`config.mk`:
```
export PLATFORM = sky130hd
export DESIGN_NAME = ddr2_mib_arbiter
export DESIGN_NICKNAME = d
export VERILOG_FILES = /design/src/rtl/ddr2_mib_arbiter.sv
export SDC_FILE = /design/constraint.sdc
export NUM_CORES = 1
export LEC_CHECK = 0
export ABC_CLOCK_PERIOD_IN_PS = 6350
export CORE_AREA = 2 2 364 366
export CTS_CLUSTER_SIZE = 28
export DETAILED_ROUTE_END_ITERATION = 7
export DIE_AREA = 0 0 366 368
export PLACE_DENSITY = 0.4
export SLEW_MARGIN = 20
export SYNTH_ARGS = -nofsm -noshare
export SYNTH_HDL_FRONTEND = slang
export SYNTH_SLANG_ARGS = --single-unit
```
`constraint.sdc`:
```
create_clock -name mc_mibclk -period 6.35 [get_ports mc_mibclk]
set_clock_uncertainty 0.1 [all_clocks]
set_input_delay 0.635 -clock mc_mibclk [delete_from_list [all_inputs] [get_ports mc_mibclk]]
set_output_delay 0.635 -clock mc_mibclk [all_outputs]
set_load 0.03 [all_outputs]
```
`src/rtl/ddr2_mib_arbiter.sv`:
```
// Two-port round-robin arbiter in front of a DDR2 memory-controller
// command interface, with in-order read-return routing through a tag FIFO.
module ddr2_mib_arbiter #(
  parameter int C_MAX_OUTSTANDING = 8
) (
  input  logic         mc_mibclk,
  input  logic         mi_mcreset_n,
  input  logic         p0_valid,
  input  logic [0:35]  p0_addr,
  input  logic         p0_rnw,
  input  logic [0:15]  p0_be,
  input  logic [0:127] p0_wdata,
  output logic         p0_ready,
  output logic         p0_rvalid,
  output logic [0:127] p0_rdata,
  output logic         p0_rerr,
  input  logic         p1_valid,
  input  logic [0:35]  p1_addr,
  input  logic         p1_rnw,
  input  logic [0:15]  p1_be,
  input  logic [0:127] p1_wdata,
  output logic         p1_ready,
  output logic         p1_rvalid,
  output logic [0:127] p1_rdata,
  output logic         p1_rerr,
  output logic         mi_mcaddressvalid,
  output logic         mi_mcreadnotwrite,
  output logic         mi_mcwritedatavalid,
  output logic [0:35]  mi_mcaddress,
  output logic [0:15]  mi_mcbyteenable,
  output logic [0:127] mi_mcwritedata,
  output logic         mi_mcbankconflict,
  output logic         mi_mcrowconflict,
  input  logic         mc_miaddrreadytoaccept,
  input  logic         mc_mireaddatavalid,
  input  logic         mc_mireaddataerr,
  input  logic [0:127] mc_mireaddata,
  output logic         arb_err
);

  localparam int PW = $clog2(C_MAX_OUTSTANDING);
  localparam int CW = PW + 1;

  typedef enum logic {S_IDLE = 1'b0, S_ISSUE = 1'b1} state_t;

  state_t          state_q, state_d;
  logic            owner_q;
  logic            rr_q;
  logic            rnw_q;
  logic [0:35]     addr_q;
  logic [0:15]     be_q;
  logic [0:127]    wdata_q;
  logic [CW-1:0]   cnt_q, cnt_d;
  logic [PW-1:0]   wr_q, rd_q;
  logic            tag_q [C_MAX_OUTSTANDING];
  logic            err_q;
  logic            rv0_q, rv1_q, re0_q, re1_q;
  logic [0:127]    rd0_q, rd1_q;

  logic full, elig0, elig1, any_elig, grant1, accept, push, pop, head;

  // Eligibility, round-robin pick and FIFO handshakes.
  always_comb begin
    full     = (cnt_q == CW'(C_MAX_OUTSTANDING));
    elig0    = p0_valid & (~p0_rnw | ~full);
    elig1    = p1_valid & (~p1_rnw | ~full);
    any_elig = elig0 | elig1;
    grant1   = elig1 & (~elig0 | rr_q);
    accept   = (state_q == S_ISSUE) & mc_miaddrreadytoaccept;
    push     = accept & rnw_q;
    pop      = mc_mireaddatavalid & (cnt_q != '0);
    head     = tag_q[rd_q];
  end

  // State register.
  always_ff @(posedge mc_mibclk or negedge mi_mcreset_n) begin
    if (!mi_mcreset_n) state_q <= S_IDLE;
    else               state_q <= state_d;
  end

  // Next-state: grab a command when anyone is eligible, release on accept.
  always_comb begin
    state_d = state_q;
    case (state_q)
      S_IDLE:  if (any_elig) state_d = S_ISSUE;
      S_ISSUE: if (accept)   state_d = S_IDLE;
      default: state_d = S_IDLE;
    endcase
  end

  // FSM outputs: command qualifiers and the accept pulse to the owner.
  always_comb begin
    mi_mcaddressvalid   = (state_q == S_ISSUE);
    mi_mcwritedatavalid = (state_q == S_ISSUE) & ~rnw_q;
    p0_ready            = accept & ~owner_q;
    p1_ready            = accept & owner_q;
  end

  // Command capture from the winner and round-robin pointer update.
  always_ff @(posedge mc_mibclk or negedge mi_mcreset_n) begin
    if (!mi_mcreset_n) begin
      owner_q <= 1'b0;
      rr_q    <= 1'b0;
      rnw_q   <= 1'b0;
      addr_q  <= '0;
      be_q    <= '0;
      wdata_q <= '0;
    end else begin
      if (state_q == S_IDLE && any_elig) begin
        owner_q <= grant1;
        rnw_q   <= grant1 ? p1_rnw   : p0_rnw;
        addr_q  <= grant1 ? p1_addr  : p0_addr;
        be_q    <= grant1 ? p1_be    : p0_be;
        wdata_q <= grant1 ? p1_wdata : p0_wdata;
      end
      if (accept) rr_q <= ~owner_q;
    end
  end

  // Outstanding-read count: push and pop together leave it unchanged.
  always_comb begin
    cnt_d = cnt_q;
    case ({push, pop})
      2'b10:   cnt_d = cnt_q + CW'(1);
      2'b01:   cnt_d = cnt_q - CW'(1);
      default: cnt_d = cnt_q;
    endcase
  end

  // Tag FIFO pointers, count and the sticky orphan-data flag.
  always_ff @(posedge mc_mibclk or negedge mi_mcreset_n) begin
    if (!mi_mcreset_n) begin
      cnt_q <= '0;
      wr_q  <= '0;
      rd_q  <= '0;
      err_q <= 1'b0;
    end else begin
      cnt_q <= cnt_d;
      if (push) wr_q <= wr_q + PW'(1);
      if (pop)  rd_q <= rd_q + PW'(1);
      if (mc_mireaddatavalid && cnt_q == '0) err_q <= 1'b1;
    end
  end

  // Tag storage; only entries between rd and wr are ever read.
  always_ff @(posedge mc_mibclk) begin
    if (push) tag_q[wr_q] <= owner_q;
  end

  // Read return: route the data one cycle later to the port at the FIFO head.
  always_ff @(posedge mc_mibclk or negedge mi_mcreset_n) begin
    if (!mi_mcreset_n) begin
      rv0_q <= 1'b0;
      rv1_q <= 1'b0;
      re0_q <= 1'b0;
      re1_q <= 1'b0;
      rd0_q <= '0;
      rd1_q <= '0;
    end else begin
      rv0_q <= pop & ~head;
      rv1_q <= pop & head;
      re0_q <= pop & ~head & mc_mireaddataerr;
      re1_q <= pop & head & mc_mireaddataerr;
      if (pop && !head) rd0_q <= mc_mireaddata;
      if (pop && head)  rd1_q <= mc_mireaddata;
    end
  end

  assign mi_mcreadnotwrite = rnw_q;
  assign mi_mcaddress      = addr_q;
  assign mi_mcbyteenable   = be_q;
  assign mi_mcwritedata    = wdata_q;
  assign mi_mcbankconflict = 1'b0;
  assign mi_mcrowconflict  = 1'b0;
  assign arb_err           = err_q;
  assign p0_rvalid         = rv0_q;
  assign p1_rvalid         = rv1_q;
  assign p0_rerr           = re0_q;
  assign p1_rerr           = re1_q;
  assign p0_rdata          = rd0_q;
  assign p1_rdata          = rd1_q;

endmodule

```
Word level (Yosys, flattened, before mapping)
Memories as Yosys holds them, arrays and structs flattened.
Index checks and enable logic that the tools add are counted.
{"block": "classes", "add_sub_neg": 4, "n_eq_ne": 3, "n_mux": 10, "bitwise_logic": 25, "n_reduce_logical": 8}
{"cell": "2-to-1 mux 128 bit", "count": 1}
{"cell": "2-to-1 mux 36 bit", "count": 1}
{"cell": "2-to-1 mux 16 bit", "count": 1}
{"cell": "bitwise AND 1 bit", "count": 13}
{"cell": "inverter 1 bit", "count": 8}
{"cell": "one-hot mux 4 bit (2 select lines)", "count": 1}
{"cell": "adder 3 x 1 -> 3 bit, second input constant", "count": 2}
{"cell": "2-to-1 mux 1 bit", "count": 5}
{"cell": "adder 4 x 1 -> 4 bit, second input constant", "count": 1}
{"cell": "equality test 4 bit, second input constant", "count": 1}
{"cell": "logical AND 1 bit", "count": 4}
{"cell": "zero test 4 bit", "count": 1}
{"cell": "OR 1 bit", "count": 4}
{"cell": "nonzero test 4 bit", "count": 1}
{"cell": "subtractor 4 x 1 -> 4 bit, second input constant", "count": 1}
{"cell": "equality test 2 x 1 -> 1 bit, second input constant", "count": 1}
{"cell": "equality test 2 bit, second input constant", "count": 1}
{"cell": "one-hot mux 1 bit (2 select lines)", "count": 1}
{"cell": "nonzero test 2 bit", "count": 1}
{"cell": "zero test 1 bit", "count": 1}
{"block": "word_totals", "register_bits": 455, "mem_bits_rw": 8, "in_bits": 497, "output_inout_bits": 448, "elab_cells": 68, "mem_count": 1}
{"name": "tag_q", "words": 8, "word_bits": 1, "rd": 1, "rd_ports_with_merged_regs": 0, "wr": 1, "line": "55", "rtl": "logic tag_q [C_MAX_OUTSTANDING];"}

Logic depth before layout (Yosys ltp)
Gate-level depths: netlist of the first run.
{"block": "depth", "word_depth": 8, "depth_mapped": 9, "ltp_nobuf": 8}

Least setup slack after synthesis of the first run
Ideal clock, no wire load.
{"block": "synth_timing", "kind": "input to register", "startpoint": "in mc_miaddrreadytoaccept", "endpoint": "reg cnt_q[2]", "setup_time_ps": 80, "arrival_ps": 2174, "t_required_ps": 6170, "slack_ps": 3996, "path_stages": 8, "n_path_buf": 0, "path_cell_list": "and3_1 -> clkinv_1 -> ha_1 -> xor2_1 -> ha_1 -> a31oi_1 -> mux2i_1 -> xnor2_1"}
{"block": "synth_via", "elab_chain_cells": 4, "elab_cells_between_ends": 6, "cone_classes": "2 x eq/ne; 1 x mux; 2 x bitwise; 1 x reduce/logical"}
{"element": "from (decl)", "line": "34", "rtl": "input logic mc_miaddrreadytoaccept,"}
{"element": "bitwise AND 1 bit (*)", "line": "69", "rtl": "accept = (state_q == S_ISSUE) & mc_miaddrreadytoaccept;"}
{"element": "bitwise AND 1 bit (*)", "line": "70", "rtl": "push = accept & rnw_q;"}
{"element": "equality test 2 x 1 -> 1 bit or equality test 2 bit (tied branches)", "line": "123", "rtl": "case ({push, pop})"}
{"element": "one-hot mux 4 bit (2 select lines) or nonzero test 2 bit (tied branches)"}
{"element": "to (signal assigned)", "line": "138", "rtl": "cnt_q <= cnt_d;"}
{"element": "to (decl)", "line": "53", "rtl": "logic [CW-1:0] cnt_q, cnt_d;"}
Every way passes the cells marked *; elsewhere a longest branch is shown, timed or not.
A chain may end at the register's enable or synchronous reset.

Worst setup path in the final report of the first run
{"block": "layout_timing", "startpoint": "reg cnt_q[1]", "endpoint": "reg wdata_q (netlist bit mi_mcwritedata[69])"}
{"block": "layout_via", "elab_chain_cells": 8, "elab_cells_between_ends": 12, "cone_classes": "1 x eq/ne; 1 x mux; 9 x bitwise; 1 x reduce/logical"}
{"element": "equality test 4 bit (*)", "line": "64", "rtl": "full = (cnt_q == CW'(C_MAX_OUTSTANDING));"}
{"element": "inverter 1 bit (*)", "line": "65, 66"}
{"element": "OR 1 bit", "line": "65", "rtl": "elig0 = p0_valid & (~p0_rnw | ~full);"}
{"element": "bitwise AND 1 bit", "line": "65"}
{"element": "inverter 1 bit", "line": "68", "rtl": "grant1 = elig1 & (~elig0 | rr_q);"}
{"element": "OR 1 bit", "line": "68"}
{"element": "bitwise AND 1 bit", "line": "68"}
{"element": "2-to-1 mux 128 bit", "line": "114", "rtl": "wdata_q <= grant1 ? p1_wdata : p0_wdata;"}
{"element": "to (signal assigned)", "line": "114"}
{"element": "to (decl)", "line": "52", "rtl": "logic [0:127] wdata_q;"}
Marked as above.

==> run metrics, run 1 <==
status complete, no violations; FMAX 291 MHz; power per cell area 580 nW/µm²; Clock Path Buffers 3; DP Cell Count 4247; initial drt markers 924; Tmin final 3430 ps; crit path from cnt_q[1]$_DFFE_PN0P_; CP Capture Type flop; Worst slew margin 0.110; combinational share of power 0.532; hold endpoint arb_err$_DFFE_PN0P_; r2r setup slk 2920 ps; worst vdd ir 0.000261 V; RR Startpoint cnt_q[1]$_DFFE_PN0P_; Data arrival, critical path 3820 ps; # rows 133; clock transition at the registers of the reported paths 60 ps; Residual DRC 0; vias per cell 4.09; Synth Warn # 0; num ports 945; Yosys top cell area share 0.578; Crit path max-delay family simple AND/OR/NAND/NOR gates; Post-CTS Resized 0; final non-filler cell total 4379; Final nets 3056; Netlist cell types 41; required time worst endpoint 6740 ps; Worst Hold Launch arb_err$_DFFE_PN0P_; dominant cell by count in the synthesized netlist dfrtp_1; Max Cap Viol 0; critical-path maximum fanout 114; Commonest cells post-synth 455 x dfrtp_1, 257 x mux2_2, 186 x nor3_1, 183 x o21ai_0, 182 x a31oi_1; total power 19200 µW; Final ANT Viol Nets 0; Pre-antenna DRT Iters 7; CTS tree yes; clock power share 0.186; Chip Height 368 µm; Int Pwr 10900 µW; area grow syn2layout 67.8%; Die X-Extent 366 µm; Core Region 131000 µm²; WHS Path Cells 1; first-pass GRT wire length 143 mm; P_sw 8300 µW; path depth of the worst reg2reg path 5; critical path type reg2reg; Final Hold Fails 0; worst-skew pair later-pin latency 660 ps; Avg Inst Size Synth 11.6 µm²; crit share post-route 0.541; Placer Congestion 0.820; final setup fails 0; ys async rst share 0.983; layout cells sized above 1 0.152; register area share after synthesis 0.590; clock sinks 463; Synth area leader dfrtp_1; slowest CP cell o211a_4; worst path cell trace or4b_4, o211a_4, or2_4, buf_12, a31oi_1; Post-synth EDFFs 8; Hold Crit Class reg2reg; crit start category flop; Routed wire per std cell 23.1 µm; DR vias 17.9k; largest net degree at the start of global routing 181; Worst Tran Pin Value 1340 ps; die area 135000 µm²; global route overflow 0; CP Buf/Inv Count 1; Syn Std Cell Area 19700 µm²; clock root cell clkbuf_16; H-Tree Depth 2; top cells by area, synth dfrtp_1 58%, mux2_2 15%, a31oi_1 5.8%; Port Buffer Count 942; Critical Path Stages 5; DRT Wirelength 101 mm; leakage power 0.0124 µW; Most used DFF post-synth dfrtp_1; #FFs+latches synth 463; post-detail-place hpwl 71.9 mm; gr usage total 0.143; final setup TNS 0 ps; Initial Utilization 0.151; RSZ-0062 raised after global routing false; FF-to-FF End mi_mcwritedata[69]$_DFFE_PN0P_; cell count after synthesis 1695; max-slew violations 0; vias in the first global route 18.5k; CP peak stage delay 710 ps; Sw Ratio 0.433; sequential share of power 0.282; initial antenna violation count 41; CTS Buf Count 60
-- stage by stage --
stage          worst slack, ps  hold WS (ps)  cell area (µm²)   util
2_1_floorplan             4000           239            19700      -
3_3_place_gp              2460           351            30900  0.236
3_5_place_dp              2450           359            30900  0.236
4_1_cts                   3000           369            33000  0.252
5_1_grt                   2780           378            33000  0.253
6_report                  2920           363            33100  0.253
-- placed cells by master, fill, tap and decap left out, types with 16 or more instances in the layout --
master / netlist / layout
dfrtp_1: 455 / 455
nand3_1: 180 / 180
mux2_2: 257 / 257
buf_4: 3 / 16
a31oi_1: 182 / 182
nor3_1: 186 / 186
clkbuf_16: 0 / 61
o21ai_0: 183 / 183
diode_2: 0 / 18
clkbuf_8: 0 / 16
clkdlybuf4s50_1: 0 / 941
-- what timing repair did --
item,CTS,global route
buffers inserted,0,0
hold buffers,1,0
endpoints found under the hold margin,80,0
-- power by group through the flow --
stage	clock (µW)	combinational, µW	sequential [µW]
2_1_floorplan	0	2900	8120
3_3_place_gp	0	10400	5420
3_5_place_dp	0	10300	5440
4_1_cts	3730	10400	5410
5_1_grt	3850	10800	5600
6_report	3570	10200	5400
-- registers in the layout (all words and copies together) (netlist names), 3 cells and up --
| register | cells |
|---|---|
| cnt_q | 4 |
| mi_mcaddress | 36 |
| mi_mcbyteenable | 16 |
| mi_mcwritedata | 128 |
| p0_rdata | 128 |
| p1_rdata | 128 |
| rd_q | 3 |
| tag_q | 8 |
| wr_q | 3 |
-- logic make-up (layout without fill, tap and decap cells) --
group                      after synthesis  after routing  share of synthesized area
AOI/OAI and AO/OA                      379            379                      0.110
xor gates and xnor gates                 8              8                    0.00356
adders and majority gates                4              4                    0.00254
buffers and inverters                  176           1086                     0.0398
DFF                                    463            463                      0.590
muxes                                  261            261                      0.150
other                                    1             20                   0.000190
and+or+nand+nor                        403            403                      0.103
-- layout make-up --
| type | count | area (µm²) |
|---|---|---|
| multi-input cells | 1057 | 7370 |
| fillers | 14000 | 97700 |
| flip-flops and latches | 463 | 11600 |
| well taps | 1755 | 2200 |
| repair buffers | 967 | 9720 |
| clock inverters | 25 | 279 |
| inverters | 6 | 22.5 |
| diodes | 18 | 45.0 |
| clock buffers | 88 | 1790 |
-- per-layer routing --
metal	global-route usage	routed length [µm]	vias to the layer above
li1	-	-	8023
met2	0.228	47600	729
met1	0.174	41100	9015
met5	0	121	-
met4	0.0474	2580	20
met3	0.0595	9700	143
-- worst max-delay path by stage --
stage / slack, ps / end
floorplan: 4000 / cnt_q[2]$_DFFE_PN0P_
global placement: 2460 / mi_mcwritedata[69]$_DFFE_PN0P_
detailed placement: 2450 / mi_mcwritedata[82]$_DFFE_PN0P_
CTS: 3000 / mi_mcwritedata[87]$_DFFE_PN0P_
global route: 2780 / mi_mcwritedata[115]$_DFFE_PN0P_
finish: 2920 / mi_mcwritedata[69]$_DFFE_PN0P_
(Power assumes the default switching activity.)
==> run 2: changes to the inputs <==
--- a/config.mk
+++ b/config.mk
@@ -5,11 +5,11 @@
 export SDC_FILE = /design/constraint.sdc
 export NUM_CORES = 1
 export LEC_CHECK = 0
-export ABC_CLOCK_PERIOD_IN_PS = 6350
-export CORE_AREA = 2 2 364 366
+export ABC_CLOCK_PERIOD_IN_PS = 3600
+export CORE_AREA = 2 2 366 368
 export CTS_CLUSTER_SIZE = 28
 export DETAILED_ROUTE_END_ITERATION = 7
-export DIE_AREA = 0 0 366 368
+export DIE_AREA = 0 0 368 370
 export PLACE_DENSITY = 0.4
 export SLEW_MARGIN = 20
 export SYNTH_ARGS = -nofsm -noshare
==> constraint.sdc (replaced) <==
create_clock -name mc_mibclk -period 3.6 [get_ports mc_mibclk]
set_clock_uncertainty 0.1 [all_clocks]
set_input_delay 0.36 -clock mc_mibclk [delete_from_list [all_inputs] [get_ports mc_mibclk]]
set_output_delay 0.36 -clock mc_mibclk [all_outputs]
set_load 0.03 [all_outputs]
==> run 2 against run 1 <==
Combinational power grew 77%. Setup slack lost 2000 ps. Non-clock buffer count up 27. Die area grew 1.1%. Register-to-register slack lost 2000 ps. Sequential power rose by 77%. First-iteration DRC count is 1.8% higher. Largest power group unchanged.
==> run metrics, run 2 (same netlist as run 1, synthesis figures left out) <==
status complete, no violations; Final nets 3084; combinational share of power 0.535; max-slew violations 0; clock power share 0.183; Final Hold Fails 0; Port Buffer Count 942; Final ANT Viol Nets 0; DR vias 17.9k; commonest non-fill, non-tap cell in the layout clkdlybuf4s50_1; slowest CP cell o41ai_4; layout cells sized above 1 0.159; Pre-antenna DRT Iters 7; critical path type reg2reg; DRT Wirelength 100 mm; FF-to-FF End cnt_q[2]$_DFFE_PN0P_; post-detail-place hpwl 72.8 mm; CTS Buf Count 61; crit path from cnt_q[2]$_DFFE_PN0P_; vias in the first global route 18.5k; crit start category flop; vias per cell 4.06; Worst slew margin 0.289; Placer Congestion 0.794; CP peak stage delay 590 ps; CTS tree yes; area grow syn2layout 69.5%; RR Startpoint cnt_q[2]$_DFFE_PN0P_; num ports 945; Tmin final 2700 ps; cell mode on critical path ha_1; Seq. cell area 11600 µm²; worst-skew pair later-pin latency 650 ps; worst path cell trace o41ai_4, inv_1, ha_1, xor2_1, ha_1, a31oi_1, mux2i_1, xnor2_1; first-pass GRT wire length 141 mm; die area 136000 µm²; final non-filler cell total 4409; DP Cell Count 4287; Max Cap Viol 0; CP Capture Type flop; P_sw 14600 µW; Worst Tran Pin Value 1070 ps; WHS Path Cells 3; initial drt markers 941; Data arrival, critical path 3160 ps; Crit path max-delay family compound AO/OA/AOI/OAI gates; clock transition at the registers of the reported paths 60 ps; Chip Height 370 µm; clock sinks 463; Post-CTS Resized 0; multi-input logic area 7370 µm²; Sw Ratio 0.432; Int Pwr 19200 µW; power per cell area 1010 nW/µm²; Critical Path Stages 8; Die X-Extent 368 µm; gr usage total 0.140; crit share post-route 0.750; CP Buf/Inv Count 1; Routed wire per std cell 22.7 µm; H-Tree Depth 2; critical-path maximum fanout 8; global route overflow 0; crit path to cnt_q[2]$_DFFE_PN0P_; clock root cell clkbuf_16; leakage power 0.0126 µW; post-place instance area 31300 µm²; final setup fails 0; most frequent cells in the layout 941 x clkdlybuf4s50_1, 455 x dfrtp_1, 257 x mux2_2; path depth of the worst reg2reg path 8; Clock Path Buffers 3; sequential share of power 0.282; Residual DRC 0; post-route cell area 33400 µm²; # rows 134; initial antenna violation count 23; r2r setup slk 900 ps; Core Region 132000 µm²; FMAX 371 MHz; worst vdd ir 0.000668 V; RSZ-0062 raised after global routing false; Initial Utilization 0.149; Hold Crit Class in2reg; required time worst endpoint 4060 ps; final setup TNS 0 ps; layout filler cell count 14.1k; largest net degree at the start of global routing 183
## run 2: cell types whose count changed in the layout (fill, tap and decap cells not counted), moves of 2 or more
cell	previous run	this run
buf_12	8	23
clkbuf_1	11	18
clkinvlp_4	2	5
clkinv_2	11	7
clkbuf_16	61	63
buf_4	16	28
clkbuf_8	16	14
diode_2	18	8
bufinv_16	4	2
clkinv_1	3	1
## run 2: per-stage QoR
stage / hold WS (ps) / utilization / worst slack [ps] / power (µW)
6_report: 173 / 0.252 / 901 / 33800
5_1_grt: 128 / 0.252 / 690 / 35700
4_1_cts: 99.0 / 0.252 / 762 / 34500
3_5_place_dp: 359 / 0.237 / 702 / 28000
3_3_place_gp: 352 / 0.237 / 653 / 28000
2_1_floorplan: -35.6 / - / 1250 / 19400
## run 2: power by group through the flow
stage,sequential [µW],combinational (µW),clock (µW)
global placement,9590,18400,0
finish,9540,18100,6200
floorplan,14300,5110,0
detailed placement,9630,18400,0
global route,9910,19100,6660
CTS,9580,18400,6470
## run 2: what timing repair did
| action | in CTS | in global routing |
|---|---|---|
| setup buffers | 0 | 0 |
| hold buffers | 1 | 0 |
| hold endpoints to repair | 55 | 0 |
## run 2: area by class of cell
type                            instances  share of cell area
Timing Repair Buffer                  994               0.303
Sequential cell                       463               0.348
Clock buffer                           95              0.0550
Clock inverter                         18             0.00558
Tap cell                             1768              0.0663
Antenna cell                            8            0.000600
Multi-Input combinational cell       1057               0.221
Inverter                                6            0.000675
## run 2: worst min path at each step
| stage | from | endpoint |
|---|---|---|
| detailed placement | arb_err$_DFFE_PN0P_ | arb_err$_DFFE_PN0P_ |
| finish | p1_wdata[84] | mi_mcwritedata[84]$_DFFE_PN0P_ |
| floorplan | mi_mcreset_n | arb_err$_DFFE_PN0P_ |
| global route | p0_addr[4] | mi_mcaddress[4]$_DFFE_PN0P_ |
| CTS | p1_wdata[83] | mi_mcwritedata[83]$_DFFE_PN0P_ |
| global placement | arb_err$_DFFE_PN0P_ | arb_err$_DFFE_PN0P_ |
## run 2: worst reg2reg max path, stage by stage (launching register included)
cell,delay [ps]
dfrtp_1,490
o41ai_4,590
inv_1,250
ha_1,310
xor2_1,160
ha_1,200
a31oi_1,180
mux2i_1,240
xnor2_1,130
## run 2: routing by layer
metal  share of wire  track usage
met1            0.41        0.169
met2            0.48        0.235
met3           0.087       0.0495
met4           0.020       0.0361
met5         0.00029            0
==> run 3: changes to the inputs <==
==> config.mk (replaced) <==
export PLATFORM = sky130hd
export DESIGN_NAME = ddr2_mib_arbiter
export DESIGN_NICKNAME = d
export VERILOG_FILES = /design/src/rtl/ddr2_mib_arbiter.sv
export SDC_FILE = /design/constraint.sdc
export NUM_CORES = 1
export LEC_CHECK = 0
export ABC_CLOCK_PERIOD_IN_PS = 2400
export CORE_AREA = 2 2 363 365
export CTS_CLUSTER_SIZE = 28
export DETAILED_ROUTE_END_ITERATION = 7
export DIE_AREA = 0 0 365 367
export PLACE_DENSITY = 0.41
export SLEW_MARGIN = 20
export SYNTH_ARGS = -nofsm -noshare
export SYNTH_HDL_FRONTEND = slang
export SYNTH_SLANG_ARGS = --single-unit
==> constraint.sdc (replaced) <==
create_clock -name mc_mibclk -period 2.4 [get_ports mc_mibclk]
set_clock_uncertainty 0.1 [all_clocks]
set_input_delay 0.24 -clock mc_mibclk [delete_from_list [all_inputs] [get_ports mc_mibclk]]
set_output_delay 0.24 -clock mc_mibclk [all_outputs]
set_load 0.03 [all_outputs]
==> run 3 against run 2 <==
Maximum frequency up 13%. Largest power group unchanged. Die area down 1.6%. Global-route usage is 0.57 points higher. Sequential share of layout area fell by 2.4 points. Register-to-register slack got worse by 880 ps. Power rose by 58%.
==> run metrics, run 3 (same netlist as run 1, synthesis figures left out) <==
worst-skew pair later-pin latency 660 ps; commonest non-fill, non-tap cell in the layout clkdlybuf4s50_1; initial drt markers 935; Final ANT Viol Nets 0; layout filler cell count 13.8k; num ports 945; die area 134000 µm²; vias per cell 4.12; Crit path max-delay family simple AND/OR/NAND/NOR gates; area grow syn2layout 82.2%; Placer Congestion 0.800; CTS Buf Count 60; CTS tree yes; Worst Tran Pin Value 748 ps; final non-filler cell total 4574; initial antenna violation count 41; final setup TNS 0 ps; Chip Height 367 µm; Final nets 3255; Core Region 130000 µm²; largest net degree at the start of global routing 80; Worst slew margin 0.501; clock transition at the registers of the reported paths 60 ps; gr usage total 0.145; Residual DRC 0; CP Buf/Inv Count 1; Pre-antenna DRT Iters 5; H-Tree Depth 2; WHS Path Cells 3; CP peak stage delay 650 ps; FMAX 420 MHz; DP Cell Count 4358; Seq. cell area 11600 µm²; Final Hold Fails 0; RR Startpoint cnt_q[0]$_DFFE_PN0P_; worst vdd ir 0.000539 V; Hold Crit Class in2reg; Routed wire per std cell 23.4 µm; FF-to-FF End mi_mcbyteenable[0]$_DFFE_PN0P_; power per cell area 1490 nW/µm²; Data arrival, critical path 2850 ps; r2r setup slk 20 ps; crit share post-route 0.992; critical path type reg2reg; slowest CP cell or4b_4; required time worst endpoint 2870 ps; layout cells sized above 1 0.216; hold endpoint mi_mcwritedata[61]$_DFFE_PN0P_; CP Capture Type flop; Port Buffer Count 942; Worst Hold Launch p1_wdata[61]; clock root cell clkbuf_16; final setup fails 0; Die X-Extent 365 µm; Clock Path Buffers 3; leakage power 0.0137 µW; max-slew violations 0; total power 53500 µW; Tmin final 2380 ps; RSZ-0062 raised after global routing true; Min Hold Slack 65.1 ps; critical-path maximum fanout 8; first-pass GRT wire length 143 mm; vias in the first global route 19.3k; fin util 0.275; DR vias 18.9k; most frequent cells in the layout 936 x clkdlybuf4s50_1, 451 x dfrtp_1, 257 x mux2_2; multi-input logic area 7790 µm²; status complete, no violations; worst path cell trace or4b_4, o211a_4, or2_4, clkbuf_16, a31oi_1; post-detail-place hpwl 75.8 mm; Initial Utilization 0.151; global route overflow 0; DRT Wirelength 107 mm; # rows 133; crit start category flop; path depth of the worst reg2reg path 5; Max Cap Viol 0; clock sinks 463
-- run 3: changes by cell type in the layout (fill, tap and decap cells not counted), moves of 22 or more --
cell,change
buf_4,+64
nor3_1,-26
nor3_2,+22
buf_12,+31
dlygate4sd3_1,+48
a31oi_2,+23
a31oi_1,-30
-- run 3: final cells by class --
class / instances / share of cell area
flip-flops and latches: 463 / 0.324
clock buffers: 86 / 0.0482
repair buffers: 1164 / 0.341
diodes: 21 / 0.00146
well taps: 1755 / 0.0612
clock inverters: 20 / 0.00620
multi-input cells: 1059 / 0.217
inverters: 6 / 0.000627
-- run 3: power by group --
| group | internal, µW | switching (µW) | total (µW) |
|---|---|---|---|
| Sequential | 11800 | 2490 | 14300 |
| Combinational | 13400 | 16700 | 30100 |
| Clock | 5300 | 3840 | 9150 |
| Total | 30500 | 23000 | 53500 |
-- run 3: timing repair --
item,4_1_cts,5_1_grt
gates cloned,2,23
hold buffers,50,0
gates resized for setup,11,84
endpoints found under the hold margin,460,0
setup endpoints to repair,105,147
pin swaps,4,5
buffers inserted,4,11
-- run 3: layer usage --
metal | up-vias | GRT usage | share of wire
met1 | 9506 | 0.176 | 0.40
met3 | 149 | 0.0533 | 0.090
met5 | - | 0 | 0.0014
met4 | 20 | 0.0531 | 0.025
met2 | 765 | 0.235 | 0.48
li1 | 8422 | - | -
-- run 3: stage by stage --
| stage | cell area (µm²) | setup slack (ps) |
|---|---|---|
| floorplan | 19700 | 48.6 |
| global placement | 32300 | -40.4 |
| detailed placement | 32300 | -78.9 |
| CTS | 34900 | -8.96 |
| global route | 35900 | -44.8 |
| finish | 35900 | 18.2 |
-- run 3: tightest hold or removal path, delay by kind of cell --
kind	cells	cell delay (ps)
AO/OA/AOI/OAI	1	70
buffers and inverters	1	400
AND/OR/NAND/NOR	1	70
-- run 3: worst max path at each step --
stage	startpoint	end	slack [ps]	cells after the start
global placement	mc_miaddrreadytoaccept	cnt_q[2]$_DFFE_PN0P_	-40	9
global route	cnt_q[0]$_DFFE_PN0P_	mi_mcaddress[24]$_DFFE_PN0P_	-40	5
finish	cnt_q[0]$_DFFE_PN0P_	mi_mcbyteenable[0]$_DFFE_PN0P_	20	5
floorplan	mi_mcaddressvalid$_DFF_PN0_	cnt_q[2]$_DFFE_PN0P_	50	8
CTS	cnt_q[2]$_DFFE_PN0P_	mi_mcwritedata[109]$_DFFE_PN0P_	-9	5
detailed placement	cnt_q[3]$_DFFE_PN0P_	mi_mcwritedata[60]$_DFFE_PN0P_	-80	6
